[src/rtl/lut_prog.sv]
// lut_prog -- programmable PC-relative branch-target offset table.
//
// A DEPTH-entry register array holds signed branch offsets. After Reset, or
// on Clear, an init sequencer writes the default offsets one entry per cycle
// while Busy is high. Afterwards a single write port may rewrite entries.
// Reads are combinational. While the table is loading, Target is forced to +1
// so fetch falls through instead of seeing a partly loaded entry.
//
// Optional build macro: LUT_WR_BYPASS_EN
//   defined   : a READY-state write to the entry being read is forwarded to
//               Target in the same cycle (write-through).
//   undefined : Target shows the old array content until the write edge.
//
// Ports
//   Clk     in   clock, rising edge
//   Reset   in   synchronous active-high reset
//   Clear   in   reload defaults (ignored while Busy)
//   Addr    in   read pointer
//   Target  out  offset for Addr (combinational)
//   WrEn    in   write request
//   WrAddr  in   entry to write
//   WrData  in   new offset
//   WrAck   out  one-cycle pulse following an accepted write
//   Busy    out  init sequence in progress
//
// state    | meaning
// ---------+-----------------------------------------------
// ST_INIT  | loading default offsets, one entry per cycle
// ST_READY | table valid, reads from array, writes accepted

module lut_prog #(
   parameter int ADDR_W = 3,
   parameter int TGT_W  = 10
) (
   input  logic              Clk,
   input  logic              Reset,
   input  logic              Clear,
   input  logic [ADDR_W-1:0] Addr,
   output logic [TGT_W-1:0]  Target,
   input  logic              WrEn,
   input  logic [ADDR_W-1:0] WrAddr,
   input  logic [TGT_W-1:0]  WrData,
   output logic              WrAck,
   output logic              Busy
);

   localparam int DEPTH = 2 ** ADDR_W;

   localparam logic [0:0] ST_INIT  = 1'b0;
   localparam logic [0:0] ST_READY = 1'b1;

   localparam logic [ADDR_W-1:0] CNT_LAST = ADDR_W'(DEPTH - 1);
   localparam logic [TGT_W-1:0]  OFS_ONE  = TGT_W'(1);

   logic [0:0]        state;
   logic [ADDR_W-1:0] cnt;
   logic              wr_ack;
   logic [TGT_W-1:0]  mem [DEPTH];

   function automatic logic [TGT_W-1:0] default_ofs(input logic [ADDR_W-1:0] idx);
      logic [TGT_W-1:0] v;
      case (int'(idx))
         0:       v = TGT_W'(-3);
         1:       v = TGT_W'(-5);
         2:       v = TGT_W'(3);
         3:       v = TGT_W'(7);
         default: v = TGT_W'(1);
      endcase
      return v;
   endfunction

   always_ff @(posedge Clk) begin
      if (Reset) begin
         state  <= ST_INIT;
         cnt    <= '0;
         wr_ack <= 1'b0;
      end else begin
         case (state)
            ST_INIT: begin
               wr_ack <= 1'b0;
               if (cnt == CNT_LAST) begin
                  state <= ST_READY;
                  cnt   <= '0;
               end else begin
                  cnt <= cnt + 1'b1;
               end
            end
            default: begin
               if (Clear) begin
                  state  <= ST_INIT;
                  cnt    <= '0;
                  wr_ack <= 1'b0;
               end else begin
                  wr_ack <= WrEn;
               end
            end
         endcase
      end
   end

   // The array itself has no reset; a write in a Reset cycle is dropped.
   always_ff @(posedge Clk) begin
      if (!Reset) begin
         if (state == ST_INIT) begin
            mem[cnt] <= default_ofs(cnt);
         end else if (WrEn && !Clear) begin
            mem[WrAddr] <= WrData;
         end
      end
   end

   always_comb begin
      Target = OFS_ONE;
      if (state == ST_READY) begin
         Target = mem[Addr];
`ifdef LUT_WR_BYPASS_EN
         if (WrEn && !Clear && (WrAddr == Addr)) begin
            Target = WrData;
         end
`endif
      end
   end

   assign Busy  = (state == ST_INIT);
   assign WrAck = wr_ack;

endmodule

[config.mk]
export PLATFORM = sky130hd
export DESIGN_NAME = lut_prog
export DESIGN_NICKNAME = d
export VERILOG_FILES = /design/src/rtl/lut_prog.sv
export SDC_FILE = /design/constraint.sdc
export NUM_CORES = 1
export LEC_CHECK = 0
export BUFFER_PORTS_ARGS = -buffer_cell sky130_fd_sc_hd__buf_2
export CAP_MARGIN = 5
export CORE_MARGIN = 2
export CORE_UTILIZATION = 55
export CTS_CLUSTER_SIZE = 40
export DETAILED_ROUTE_END_ITERATION = 6
export GPL_ROUTABILITY_DRIVEN = 0
export GPL_TIMING_DRIVEN = 0
export PLACE_DENSITY = 0.75
export SLEW_MARGIN = 20
export SYNTH_ARGS = -nofsm -noshare
export SYNTH_HDL_FRONTEND = slang
export SYNTH_SLANG_ARGS = --single-unit
[constraint.sdc]
create_clock -name Clk -period 2.3 [get_ports Clk]
set_clock_uncertainty 0.05 [all_clocks]
set_input_delay 0.46 -clock Clk [delete_from_list [all_inputs] [get_ports Clk]]
set_output_delay 0.46 -clock Clk [all_outputs]
set_load 0.02 [all_outputs]
# Word level (Yosys, flattened, before mapping)
# Memories as Yosys holds them, arrays and structs flattened.
# Index checks and enable logic that the tools add are counted.
totals:
  register_bits: 5
  mem_bits_rw: 80
  input_bits: 20
  output_inout_bits: 12
  elab_cells: 36
  mem_count: 1
memory_table:
  columns: ["name", "depth", "width", "read_ports", "rd_clocked_by_memory_dff", "write_ports", "line", "source"]
  rows:
  - ["mem", 8, 10, 1, 0, 1, "58", "logic [TGT_W-1:0] mem [DEPTH];"]
classes:
  add_sub_neg: 1
  eq_ne: 5
  n_mux: 20
  n_bitwise: 1
  n_reduce_logical: 5
op_table:
  columns: ["operator", "count"]
  rows:
  - ["2-to-1 mux 10 bit", 4]
  - ["one-hot mux 10 bit (4 select lines)", 1]
  - ["2-to-1 mux 3 bit", 4]
  - ["2-to-1 mux 1 bit", 11]
  - ["OR reduction 10 bit", 1]
  - ["equality test 3 x 2 -> 1 bit, second input constant", 2]
  - ["adder 3 x 1 -> 3 bit, second input constant", 1]
  - ["equality test 3 x 1 -> 1 bit, second input constant", 1]
  - ["equality test 3 bit, second input constant", 1]
  - ["zero test 3 bit", 1]
  - ["OR reduction 3 bit", 1]
  - ["inequality test 2 bit, second input constant", 1]
  - ["logical AND 1 bit", 1]
  - ["zero test 1 bit", 1]
  - ["NOT 1 bit", 1]

# Depth between registers and ports, before layout
logic_depth:
  word_depth: 8
  ltp_mapped: 5
  mapped_depth_nobuf: 5

# Least setup slack after synthesis
# No wires, ideal clock.
synth_timing:
  kind: "input to register"
  startpoint: "input port Clear"
  endpoint: "memory mem[6][0], enable pin"
  setup_ns: 0.376
  arrival_time_ns: 1.745
  t_required_ns: 1.874
  slack_ns: 0.128
  path_stages: 4
  n_path_buf: 1
  cell_sequence: "nor4bb_1 buf_4 mux2_1 nor2_1"
synth_via:
  elab_chain_len: 8
  elab_cells_between_ends: 9
  cone_classes: "mux (6); reduce/logical (3)"
synth_lines:
  columns: ["item", "line", "source"]
  rows:
  - ["from (decl)", "37", "input logic Clear,"]
  - ["zero test 1 bit (*)", "106", "end else if (WrEn && !Clear) begin"]
  - ["logical AND 1 bit (*)", "106", null]
  - ["2-to-1 mux 1 bit (*)", "106", null]
  - ["2-to-1 mux 1 bit (*)", "104", "if (state == ST_INIT) begin"]
  - ["2-to-1 mux 1 bit (*)", "103", "if (!Reset) begin"]
  - ["2-to-1 mux 1 bit (not written as such) (*)", "107", "mem[WrAddr] <= WrData;"]
  - ["OR reduction 10 bit (no line)", null, null]
  - ["2-to-1 mux 3 bit (no line) / 2-to-1 mux 1 bit (equally long branches)", null, null]
  - ["to (decl)", "58", null]
# Mark *: on every way between the ends. The rest lies on a longest branch, timed or not.

# Worst setup path in the final report
layout_timing:
  startpoint: "input port Addr[2]"
  endpoint: "output port Target[9]"
layout_via:
  elab_chain_len: 2
layout_lines:
  columns: ["item", "line", "source"]
  rows:
  - ["from (decl)", "38", "input logic [ADDR_W-1:0] Addr,"]
  - ["memory read (8 x 10 bit)", null, null]
  - ["2-to-1 mux 10 bit", "114", "if (state == ST_READY) begin"]
  - ["to (decl)", "39", "output logic [TGT_W-1:0] Target,"]
# No other way between the ends.

==> impl_metrics.json <==
{
  "crit_fanout": 10,
  "fin_crit_ns": 2.23,
  "dpl.hpwl_mm": 4.14,
  "drive_above_1_share_pct": 31.7,
  "num_rows": 29,
  "fp.dieW_um": 85.2,
  "grt_start_max_net_pins": 16,
  "ys_ff_latch": 85,
  "pre_cts_ws_ns": -0.549,
  "p_total_mw": 3.15,
  "tightestPinTransition_ns": 0.798,
  "detail_route.wl_per_cell_um": 19.6,
  "r2r-end": "mem[6][0]$_DFFE_PP_",
  "grt_pass1_wl_mm": 10.1,
  "remaining_drc_errors": 0,
  "ant_nets": 0,
  "hold_violations": 0,
  "drv_slew": 0,
  "drt_iter0_drc": 119,
  "yosysSeqAreaShare_pct": 69.1,
  "insertion_delay_ns": 0.35,
  "maxCapViolCount": 0,
  "hold_end": "state$_SDFF_PP0_",
  "r2r_cells": 4,
  "power_density_nw_per_um2": 766,
  "setup_viol": 0,
  "synth_xor_area_share_pct": 0,
  "finalCritPeriodShare_pct": 97.0,
  "muxShareOfSynthArea_pct": 16.4,
  "p_leak_nw": 1.47,
  "avgSynthCellArea_sq_um": 17.7,
  "path_class": "in -> out",
  "ys_async_sr_fraction_pct": 0,
  "clkTransAtPathRegs_ns": 0.08,
  "cts_root_buf": "clkbuf_8",
  "rrSetupSlack_ns": 0.14,
  "dp_cells": 313,
  "die_h_um": 85.2,
  "synth_top_family_by_area": "multiplexers",
  "synth-edff-count": 80,
  "holdBufCountCts": 0,
  "clock-sinks": 85,
  "final-instance-count-excl-fill": 329,
  "cts-htree-levels": 3,
  "finalWirelength_mm": 6.46,
  "whs_path_depth": 2,
  "via_per_inst": 5.80,
  "crit_required_ns": 1.79,
  "ir_worst_vdd_uv": 407,
  "grt_use_total_pct": 19.7,
  "antenna_cells": 0,
  "die-area_sq_um": 7250,
  "synth_compound_area_share_pct": 3.59,
  "ys_warn_count": 0,
  "holdCritStartpoint": "Clear",
  "grt_overflow": 0,
  "cts_buffers": 9,
  "nets": 273,
  "max_freq_mhz": 448,
  "synthCells": 205,
  "synthSimpleGateAreaFrac_pct": 6.56,
  "vias": 1908,
  "port_buffers": 31,
  "grt_pass1_vias": 1894,
  "fin_ws_ns": 0.0685,
  "drt_pass1_iterations": 4,
  "n_fill_cell": 462,
  "startpoint_type": "primary input",
  "synthFlopType": "edfxtp_1",
  "antenna_found_initial": 0,
  "yosys.cell_types.count": 33,
  "io_pins": 32,
  "cts_tree": "yes",
  "critPathArrivalTime_ns": 1.72,
  "initial_core_util_pct": 57.0,
  "crit_path_end_kind": "output port",
  "hold_class": "in -> reg",
  "synth_nets": 231,
  "r2r_start": "state$_SDFF_PP0_",
  "status": "finished, final reports clean",
  "synthAdderAreaFrac_pct": 2.07,
  "relSlewSlack_pct": 46.8,
  "core_area_sq_um": 6350,
  "syn_to_final_growth_pct": 13.4,
  "fin_setup_tns_ns": 0,
  "clockBufferDepth": 2,
  "rsz0062_at_grt": "false",
  "syn_area_sq_um": 3620
}
## how the worst max path moves through the flow
| stage | from | to | slack [ns] | cells after the start |
|---|---|---|---|---|
| after floorplan | Clear | mem[6][0]$_DFFE_PP_ | 0.13 | 4 |
| after global placement | Reset | mem[6][7]$_DFFE_PP_ | -0.48 | 5 |
| after detailed placement | Reset | mem[6][7]$_DFFE_PP_ | -0.55 | 5 |
| after CTS | state$_SDFF_PP0_ | mem[7][1]$_DFFE_PP_ | 0.009 | 4 |
| after global routing | Addr[2] | Target[9] | 0.003 | 7 |
| final | Addr[2] | Target[9] | 0.07 | 7 |
## cell usage after synthesis (3+ instances only)
library cell / number / area, sq um
edfxtp_1: 80 / 2400
nor2_1: 27 / 101
mux2i_1: 15 / 150
mux4_2: 14 / 315
a21o_1: 8 / 60.1
ha_1: 6 / 75.1
dfxtp_1: 5 / 100
nor2b_1: 5 / 31.3
inv_1: 4 / 15.0
mux4_1: 4 / 105
nand2_1: 4 / 15.0
a31oi_1: 3 / 18.8
buf_4: 3 / 22.5
buf_6: 3 / 33.8
## worst max-delay path, cell delays in order
cell and delay (ns):
buf_2 0.14, buf_6 0.17, buf_4 0.23, mux4_2 0.31
mux2i_1 0.18, nor2_1 0.06, buf_2 0.16
## cells in the final DEF (no fill, tap or decap), types with 3 or more instances in the layout
cell / n
inv_1: 4
edfxtp_1: 80
a31oi_1: 3
nor2_1: 19
buf_4: 3
nor2_2: 6
buf_2: 32
a21o_1: 8
mux2i_1: 15
mux4_1: 4
clkbuf_8: 9
nor2b_1: 5
ha_1: 6
dfxtp_1: 5
mux4_2: 14
nand2_1: 4
## logic make-up after synthesis
group,after synthesis
compound gates,19
simple gates,47
buf+inv,13
flops,85
fa+ha+maj,6
mux,35
## stage by stage
| stage | area [sq um] | util (%) | hold slack (ns) |
|---|---|---|---|
| after detailed placement | 3880 | 61.1 | 0.563 |
| after CTS | 4100 | 64.5 | 0.285 |
| after floorplan | 3620 | - | 0.482 |
| after global placement | 3870 | 61.0 | 0.554 |
| after global routing | 4110 | 64.7 | 0.291 |
| final | 4110 | 64.7 | 0.294 |
## sequential cells by signal, summed over array words and instances, names as in the netlist
signal	count
WrAck	1
state	1
mem	80
cnt	3
## power by group
group,switching [mW],leakage (nW),internal (mW)
clock,0.520,0.0996,0.505
sequential,0.0210,0.764,1.80
combinational,0.178,0.607,0.120
total,0.719,1.47,2.43
## repair_timing
| action | in CTS | in global routing |
|---|---|---|
| hold endpoints to repair | 0 | 0 |
| setup buffers | 0 | 0 |
| resized for setup | 7 | 3 |
| endpoints found under the setup margin | 60 | 19 |
## routing by layer
layer	part of all wire, %	track usage [%]	up-vias
met2	50	32.0	47
met4	1.9	7.79	0
met3	3.9	3.21	12
met5	0	0	-
li1	-	-	888
met1	44	27.3	961
## cell type report
class	count	area (sq um)	area share, %
Buffer	8	70.1	1.71
Tap cell	77	96.3	2.35
Inverter	5	18.8	0.457
Clock inverter	7	73.8	1.80
Timing Repair Buffer	31	155	3.78
Multi-Input combinational cell	107	1070	26.0
Clock buffer	9	124	3.02
Sequential cell	85	2500	60.9
No activity file was read; power rests on OpenSTA's default activity.
